[src/rtl/cb_pkg.sv]
// Shared crossbar types: active-low request/response encodings, source FSM
// states and the buffer depth derivation used by sources and the crossbar.
package cb_pkg;

  typedef enum logic {
    REQ  = 1'b0,
    nREQ = 1'b1
  } req_t;

  typedef enum logic {
    RESP  = 1'b0,
    nRESP = 1'b1
  } resp_t;

  typedef enum logic [1:0] {
    IDLE     = 2'd0,
    REQ_WAIT = 2'd1,
    REL_WAIT = 2'd2
  } fsm_t;

  // Number of buffer words for a given log2 depth.
  function automatic int buff_depth(input int bwidth);
    return 32'sd1 << bwidth;
  endfunction

endpackage

[src/rtl/cb_src_if.sv]
// Local push side and crossbar request/response side of a crossbar source.
// master: the cb_src view; slave: the environment driving it.
interface cb_src_if #(
  parameter int DWIDTH = 32,
  parameter int BWIDTH = 3
);
  import cb_pkg::*;

  logic [DWIDTH-1:0] push_data;
  logic              push_valid;
  logic              push_ready;
  logic [DWIDTH-1:0] data;
  req_t              Ireq;
  resp_t             Oresp;
  logic [BWIDTH:0]   level;
  logic              tmo_err;
  logic              tmo_clr;

  modport master (
    input  push_data, push_valid, Oresp, tmo_clr,
    output push_ready, data, Ireq, level, tmo_err
  );

  modport slave (
    output push_data, push_valid, Oresp, tmo_clr,
    input  push_ready, data, Ireq, level, tmo_err
  );

endinterface

[src/rtl/cb_fifo.sv]
// Word buffer for a crossbar source. Pointers carry one extra wrap bit so
// full and empty are told apart without a separate counter.
module cb_fifo
  import cb_pkg::*;
#(
  parameter int DWIDTH = 32,
  parameter int BWIDTH = 3
) (
  input  logic              clk,
  input  logic              rstn,
  input  logic              push,
  input  logic [DWIDTH-1:0] push_data,
  input  logic              pop,
  output logic [DWIDTH-1:0] rd_data,
  output logic              full,
  output logic              empty,
  output logic [BWIDTH:0]   level
);

  localparam int              DEPTH   = buff_depth(BWIDTH);
  localparam logic [BWIDTH:0] PTR_ONE = {{BWIDTH{1'b0}}, 1'b1};

  logic [DWIDTH-1:0] mem [DEPTH];
  logic [BWIDTH:0]   wr_ptr_r;
  logic [BWIDTH:0]   rd_ptr_r;
  logic              do_push_s;
  logic              do_pop_s;

  // A push while full is dropped even if a pop happens on the same edge.
  assign do_push_s = push & ~full;
  assign do_pop_s  = pop & ~empty;

  assign empty   = (wr_ptr_r == rd_ptr_r);
  assign full    = (wr_ptr_r[BWIDTH] != rd_ptr_r[BWIDTH]) &&
                   (wr_ptr_r[BWIDTH-1:0] == rd_ptr_r[BWIDTH-1:0]);
  assign level   = wr_ptr_r - rd_ptr_r;
  assign rd_data = mem[rd_ptr_r[BWIDTH-1:0]];

  // Pointer update; reset empties the buffer without touching storage.
  always_ff @(posedge clk or negedge rstn) begin
    if (!rstn) begin
      wr_ptr_r <= {(BWIDTH+1){1'b0}};
      rd_ptr_r <= {(BWIDTH+1){1'b0}};
    end else begin
      if (do_push_s) wr_ptr_r <= wr_ptr_r + PTR_ONE;
      if (do_pop_s)  rd_ptr_r <= rd_ptr_r + PTR_ONE;
    end
  end

  // Storage write; contents are intentionally not reset.
  always_ff @(posedge clk) begin
    if (do_push_s) mem[wr_ptr_r[BWIDTH-1:0]] <= push_data;
  end

endmodule

[src/rtl/cb_src.sv]
// Crossbar source: buffers local words and offers them one at a time to the
// crossbar with a four-phase REQ/RESP handshake, flagging slow responses.
module cb_src
  import cb_pkg::*;
#(
  parameter int DWIDTH = 32,
  parameter int BWIDTH = 3,
  parameter int TMO    = 255
) (
  input logic       clk,
  input logic       rstn,
  cb_src_if.master  bus
);

  localparam int          CW      = (TMO < 1) ? 1 : $clog2(TMO + 1);
  localparam logic [CW-1:0] TMO_C   = CW'(TMO);
  localparam logic [CW-1:0] TMO_M1  = CW'(TMO - 1);
  localparam logic [CW-1:0] CNT_ONE = {{(CW-1){1'b0}}, 1'b1};

  fsm_t              state_r, state_s;
  logic [DWIDTH-1:0] data_r, data_s;
  req_t              ireq_r, ireq_s;
  logic [CW-1:0]     cnt_r, cnt_s;
  logic              tmo_err_r, tmo_err_s;
  logic              set_s;
  logic              pop_s;
  logic [DWIDTH-1:0] fifo_data;
  logic              fifo_full;
  logic              fifo_empty;
  logic [BWIDTH:0]   fifo_level;

  cb_fifo #(
    .DWIDTH (DWIDTH),
    .BWIDTH (BWIDTH)
  ) u_fifo (
    .clk       (clk),
    .rstn      (rstn),
    .push      (bus.push_valid),
    .push_data (bus.push_data),
    .pop       (pop_s),
    .rd_data   (fifo_data),
    .full      (fifo_full),
    .empty     (fifo_empty),
    .level     (fifo_level)
  );

  assign bus.push_ready = ~fifo_full;
  assign bus.level      = fifo_level;
  assign bus.data       = data_r;
  assign bus.Ireq       = ireq_r;
  assign bus.tmo_err    = tmo_err_r;

  // Handshake sequencing, pop request and REQ_WAIT cycle counting.
  always_comb begin
    state_s = state_r;
    data_s  = data_r;
    ireq_s  = ireq_r;
    pop_s   = 1'b0;
    cnt_s   = {CW{1'b0}};
    set_s   = 1'b0;
    case (state_r)
      IDLE: begin
        // RESP seen here is ignored: nothing is outstanding.
        if (!fifo_empty) begin
          state_s = REQ_WAIT;
          data_s  = fifo_data;
          ireq_s  = REQ;
        end else begin
          ireq_s  = nREQ;
        end
      end
      REQ_WAIT: begin
        // Counter saturates; only the step onto TMO raises the flag.
        if (cnt_r != TMO_C) cnt_s = cnt_r + CNT_ONE;
        else                cnt_s = cnt_r;
        if (cnt_r == TMO_M1) set_s = 1'b1;
        else                 set_s = 1'b0;
        if (bus.Oresp == RESP) begin
          ireq_s  = nREQ;
          pop_s   = 1'b1;
          cnt_s   = {CW{1'b0}};
          state_s = REL_WAIT;
        end else begin
          ireq_s  = REQ;
        end
      end
      REL_WAIT: begin
        ireq_s = nREQ;
        if (bus.Oresp == nRESP) state_s = IDLE;
        else                    state_s = REL_WAIT;
      end
      default: begin
        state_s = IDLE;
        ireq_s  = nREQ;
      end
    endcase
  end

  // Sticky timeout flag; a set on the same edge as a clear wins.
  always_comb begin
    if (set_s)             tmo_err_s = 1'b1;
    else if (bus.tmo_clr)  tmo_err_s = 1'b0;
    else                   tmo_err_s = tmo_err_r;
  end

  // State and registered outputs; reset drops any outstanding request.
  always_ff @(posedge clk or negedge rstn) begin
    if (!rstn) begin
      state_r   <= IDLE;
      data_r    <= {DWIDTH{1'b0}};
      ireq_r    <= nREQ;
      cnt_r     <= {CW{1'b0}};
      tmo_err_r <= 1'b0;
    end else begin
      state_r   <= state_s;
      data_r    <= data_s;
      ireq_r    <= ireq_s;
      cnt_r     <= cnt_s;
      tmo_err_r <= tmo_err_s;
    end
  end

endmodule
[src/flat_wrapper.sv]
// flat-port wrapper written by rule: the top's interface ports become plain ports
module cb_src_flat import cb_pkg::*;
#(
  parameter int DWIDTH = 32,
  parameter int BWIDTH = 3,
  parameter int TMO    = 255
)
  (clk, rstn, bus_push_data, bus_push_valid, bus_Oresp, bus_tmo_clr, bus_push_ready, bus_data, bus_Ireq, bus_level, bus_tmo_err);
  cb_src_if #(.DWIDTH(DWIDTH), .BWIDTH(BWIDTH)) bus_i ();
  input logic clk;
  input logic rstn;
  input wire logic [$bits(bus_i.push_data)-1:0] bus_push_data;
  input wire logic [$bits(bus_i.push_valid)-1:0] bus_push_valid;
  input wire logic [$bits(bus_i.Oresp)-1:0] bus_Oresp;
  input wire logic [$bits(bus_i.tmo_clr)-1:0] bus_tmo_clr;
  output wire logic [$bits(bus_i.push_ready)-1:0] bus_push_ready;
  output wire logic [$bits(bus_i.data)-1:0] bus_data;
  output wire logic [$bits(bus_i.Ireq)-1:0] bus_Ireq;
  output wire logic [$bits(bus_i.level)-1:0] bus_level;
  output wire logic [$bits(bus_i.tmo_err)-1:0] bus_tmo_err;
  assign bus_i.push_data = bus_push_data;
  assign bus_i.push_valid = bus_push_valid;
  assign bus_i.Oresp = bus_Oresp;
  assign bus_i.tmo_clr = bus_tmo_clr;
  assign bus_push_ready = bus_i.push_ready;
  assign bus_data = bus_i.data;
  assign bus_Ireq = bus_i.Ireq;
  assign bus_level = bus_i.level;
  assign bus_tmo_err = bus_i.tmo_err;
  cb_src #(.DWIDTH(DWIDTH), .BWIDTH(BWIDTH), .TMO(TMO)) u_core (.clk(clk), .rstn(rstn), .bus(bus_i));
endmodule
[config.mk]
export PLATFORM = sky130hd
export DESIGN_NAME = cb_src_flat
export DESIGN_NICKNAME = d
export VERILOG_FILES = /design/src/rtl/cb_pkg.sv /design/src/rtl/cb_src_if.sv /design/src/rtl/cb_fifo.sv /design/src/rtl/cb_src.sv /design/src/flat_wrapper.sv
export SDC_FILE = /design/constraint.sdc
export NUM_CORES = 1
export LEC_CHECK = 0
export CELL_PAD_IN_SITES_DETAIL_PLACEMENT = 0
export CELL_PAD_IN_SITES_GLOBAL_PLACEMENT = 1
export CORE_UTILIZATION = 50
export CTS_BUF_LIST = sky130_fd_sc_hd__clkbuf_4
export DETAILED_ROUTE_END_ITERATION = 12
export PLACE_DENSITY_LB_ADDON = 0.08
export SYNTH_ARGS = -nofsm -noshare
export SYNTH_HDL_FRONTEND = slang
export SYNTH_SLANG_ARGS = --single-unit
export TNS_END_PERCENT = 20
[constraint.sdc]
create_clock -name clk -period 6.12 [get_ports clk]
set_input_delay 1.224 -clock clk [delete_from_list [all_inputs] [get_ports clk]]
set_output_delay 1.224 -clock clk [all_outputs]
set_load 0.005 [all_outputs]
==> run summary <==
The run finished with clean final reports. The worst hold path depth came out at 2. After detailed routing, the average wire length per cell comes to approximately 20 um.

The overall via count from detail_route is 5791. The share of the core filled with cells in the final layout came out at about 60%. For the final routed database, the setup TNS stands at 0 ns. The worst register-to-register path begins at u_core.u_fifo.rd_ptr_r[0]$_DFFE_PN0P_. Of the total synthesized cell area, the portion taken by full adders, half adders and majority gates is 0.9036%. The area fraction in compound gates after synthesis is 2.196%. In this run the power density over the cells is 468.4 nW/um2. The worst hold path terminates at u_core.bus.data[27]$_DFFE_PN0P_. Of all nets on the critical path, the largest fanout is 36.

The minimum period implied by the final worst setup slack came out at 4.245 ns. The floorplan step set the die height to 156.3 um. The worst setup path is of the reg -> out kind. The startpoint class of the critical path is a flop.

The number of gates resized after CTS is 0. The logic depth of the worst register-to-register path is 7. The number of nets with antenna violations after detailed routing came out at 0. The fraction of registers with async set or reset after synthesis came out at 16.88%. The measured slew at the worst slew-check pin is 1.119 ns. The endpoint kind of the worst setup timing path is an output pin. The clock transition at the registers of the reported paths is about 0.060 ns. The TritonCTS sink count is 308. The first-pass detailed-route iteration total is 4. The xor-xnor portion of the synthesized cell area came out at less than 1%. The number of antenna violations at the first check in global routing came to 1. Setup violations remaining at the end of the flow were counted as 0. The row count is 56. The total of buffers placed on input and output ports is 75.

The clock tree root buffer cell is sky130_fd_sc_hd__clkbuf_4. The total congestion overflow is 0. The clock tree from TritonCTS is done.

The placed wire-length estimate is about 12 mm. The H-tree level count came out at 3. The final net count came out at 777. The commonest cells after synthesis are 256 x sky130_fd_sc_hd__edfxtp_1, 51 x sky130_fd_sc_hd__dfrtp_1, 49 x sky130_fd_sc_hd__mux4_2, 41 x sky130_fd_sc_hd__nand2_1, 33 x sky130_fd_sc_hd__o21ai_1. The largest net degree at the start of global routing is 66. In this run, CTS created clock tree buffers numbering 78. The cts-stage hold buffer count came out at 0. In the post-synthesis netlist, the biggest area contributors are sky130_fd_sc_hd__edfxtp_1 65%, sky130_fd_sc_hd__dfrtp_1 11%, sky130_fd_sc_hd__mux4_2 9.3%, sky130_fd_sc_hd__mux4_1 3.3%, sky130_fd_sc_hd__mux2i_1 2.7%. The worst hold path begins at u_core.bus.data[27]$_DFFE_PN0P_. The synthesized area is 11910 um2. The final worst-path cycle share is 69.36%. The area occupied by registers came out at 8996 um2. The DRC marker count from the first detailed-route iteration is 320. The static leakage came out at 4.937 nW. At the worst endpoint, the required time is 4.90 ns. The most used flip-flop cell after synthesis is sky130_fd_sc_hd__edfxtp_1. The number of register bits inferred by synthesis came out at just over 300.

The data arrival time of the critical path came out at 3.02 ns. The share of cell area taken by muxes after synthesis is between 10% and 20%. In the post-synthesis netlist, the cell with the most instances is sky130_fd_sc_hd__edfxtp_1. The initial core utilization is between 50 and 60%. In this run the count of I/O pins placed on the die edge is 76. The share of the synthesized area in the top cell type came out at between 60 and 70%.

Routability-driven placement finished with a final weighted congestion of ~0.77. The layout has 1797 filler cells. IR analysis of the VDD net gives a maximum drop of 247.0 uV. The total die area is 24440 um2. For this run, the top clock speed supported by timing is 235.6 MHz. Max-cap violations in this run came to 0. In the routed design, unresolved DRC markers number 0. The number of standard cells after synthesis came out at 592. The net count after synthesis came out at 637. The relative max-transition margin is 25.20%. The total number of yosys warnings came out at 0. The floorplan core area came out at 23400 um2. The worst register-to-register path ends at u_core.u_fifo.mem[0][29]$_DFFE_PP_. Relative to the synthesized area, the layout overhead comes to 17.60%. The area fraction in and, or, nand and nor cells after synthesis is 2.879%. The multi-input gate area in the final layout is 2718 um2.

The number of enable-type register cells in the synthesized netlist came out at 256. The via count of the first global-routing pass came out at 6287. The fraction of layout cells with a size suffix above 1 came out at 25.38%. The synthesized design spends more area on one cell type than any other, namely sky130_fd_sc_hd__edfxtp_1. The number of max-slew violations in the final report is 0. Dividing the detail-routed via count by the number of cells gives around 5.2. The wire length after detailed routing came out at ~22 mm. The tightest min-delay check is of the reg -> reg type. After synthesis, the largest family of logic cells by area is multiplexers. In this run the horizontal extent of the chip is 156.3 um. The number of different library cells used by synthesis comes to 41. The register-to-register path setup slack came out at 2.59 ns. In this run the post-CTS setup repair buffer count came out at 0.

The largest clock skew in the final design came out at ~0.027 ns. The aggregate global-route resource usage came out at 19.47%. The hold violation count in the final report came out at 0. The longest clock path from root to sink contains 3 buffers.

The global-route wire length before repair came out at 34.62 mm. The sequential element share of the synthesized area came out at 75.49%. Across all hold checks on the routed design, the worst slack comes to 0.4839 ns.

Setup repair after global routing left no endpoint under its margin. The average footprint of a synthesized cell came out at 20.12 um2. Clock latency on the worst-skew pair, taken at its later pin, is 0.65 ns.
==> registers in the layout, indices dropped and copies added, names as in the netlist <==
name                    cells
u_core.u_fifo.mem         256
u_core.bus.data            32
u_core.cnt_r                8
u_core.u_fifo.rd_ptr_r      4
u_core.u_fifo.wr_ptr_r      4
u_core.state_r              2
u_core.bus.Ireq             1
u_core.bus.tmo_err          1
==> final cells by class <==
type,instances,area share [%]
flip-flops and latches,308,64.24
multi-input cells,242,19.40
repair buffers,89,6.165
clock buffers,111,5.950
well taps,319,2.850
clock inverters,33,1.027
inverters,13,0.3484
diodes,1,0.01787
==> through the flow <==
stage	cells	total power, mW	area, um2	worst slack [ns]
2_1_floorplan	592	4.295	11910	1.042
3_3_place_gp	971	4.974	13030	2.383
3_5_place_dp	971	5.022	13030	2.288
4_1_cts	1115	6.690	14000	1.783
5_1_grt	1116	6.993	14000	1.705
6_report	1116	6.560	14000	1.875
==> worst max-delay path, stage by stage, from the launching register on <==
cell	delay, ns
sky130_fd_sc_hd__dfrtp_2	0.34
sky130_fd_sc_hd__buf_4	0.61
sky130_fd_sc_hd__ha_1	0.27
sky130_fd_sc_hd__inv_1	0.07
sky130_fd_sc_hd__fa_1	0.43
sky130_fd_sc_hd__xor2_1	0.15
sky130_fd_sc_hd__clkdlybuf4s50_1	0.51
==> cell usage in the layout, fill, tap and decap left out, types with 6 or more instances in the layout <==
| master | n |
|---|---|
| sky130_fd_sc_hd__clkinv_2 | 6 |
| sky130_fd_sc_hd__clkdlybuf4s50_1 | 74 |
| sky130_fd_sc_hd__xnor2_1 | 8 |
| sky130_fd_sc_hd__inv_1 | 11 |
| sky130_fd_sc_hd__clkinv_1 | 22 |
| sky130_fd_sc_hd__mux4_1 | 15 |
| sky130_fd_sc_hd__mux2i_1 | 32 |
| sky130_fd_sc_hd__nor2_1 | 11 |
| sky130_fd_sc_hd__clkbuf_4 | 111 |
| sky130_fd_sc_hd__mux4_2 | 49 |
| sky130_fd_sc_hd__edfxtp_1 | 256 |
| sky130_fd_sc_hd__buf_4 | 13 |
| sky130_fd_sc_hd__nand2_1 | 41 |
| sky130_fd_sc_hd__o21ai_1 | 32 |
| sky130_fd_sc_hd__ha_1 | 7 |
| sky130_fd_sc_hd__dfrtp_1 | 48 |
==> how the worst max path moves through the flow <==
stage / start / to / slack [ns] / cells after the start
after global placement: bus_push_valid / u_core.u_fifo.mem[4][22]$_DFFE_PP_ / 2.38 / 6
after global routing: u_core.u_fifo.rd_ptr_r[0]$_DFFE_PN0P_ / bus_level[2] / 1.70 / 6
final: u_core.u_fifo.rd_ptr_r[0]$_DFFE_PN0P_ / bus_level[2] / 1.88 / 6
after detailed placement: bus_push_valid / u_core.u_fifo.mem[4][31]$_DFFE_PP_ / 2.29 / 6
after floorplan: u_core.u_fifo.rd_ptr_r[2]$_DFFE_PN0P_ / u_core.u_fifo.mem[0][0]$_DFFE_PP_ / 1.04 / 8
after CTS: u_core.u_fifo.rd_ptr_r[0]$_DFFE_PN0P_ / bus_level[2] / 1.78 / 6
==> metal layers <==
layer	vias to the layer above	GRT usage [%]	wire, um	share of wire [%]
met5	-	0	0	0
met4	0	7.283	320	1.4
met3	26	4.265	770	3.5
met2	127	33.08	11640	52
met1	2932	24.64	9485	43
li1	2706	-	-	-
==> power by group <==
group	internal, mW	switching (mW)
clock network	0.848	0.793
registers	2.72	0.195
logic	1.00	1.01
total	4.57	1.99
==> cells by family after synthesis <==
kind of cell               Yosys count
DFF                                308
muxes                               98
xor gates and xnor gates            12
AOI/OAI and AO/OA                   46
and+or+nand+nor                     78
adders and majority gates            8
buffers and inverters               42
Note: power is estimated with default switching activity, not from simulation.
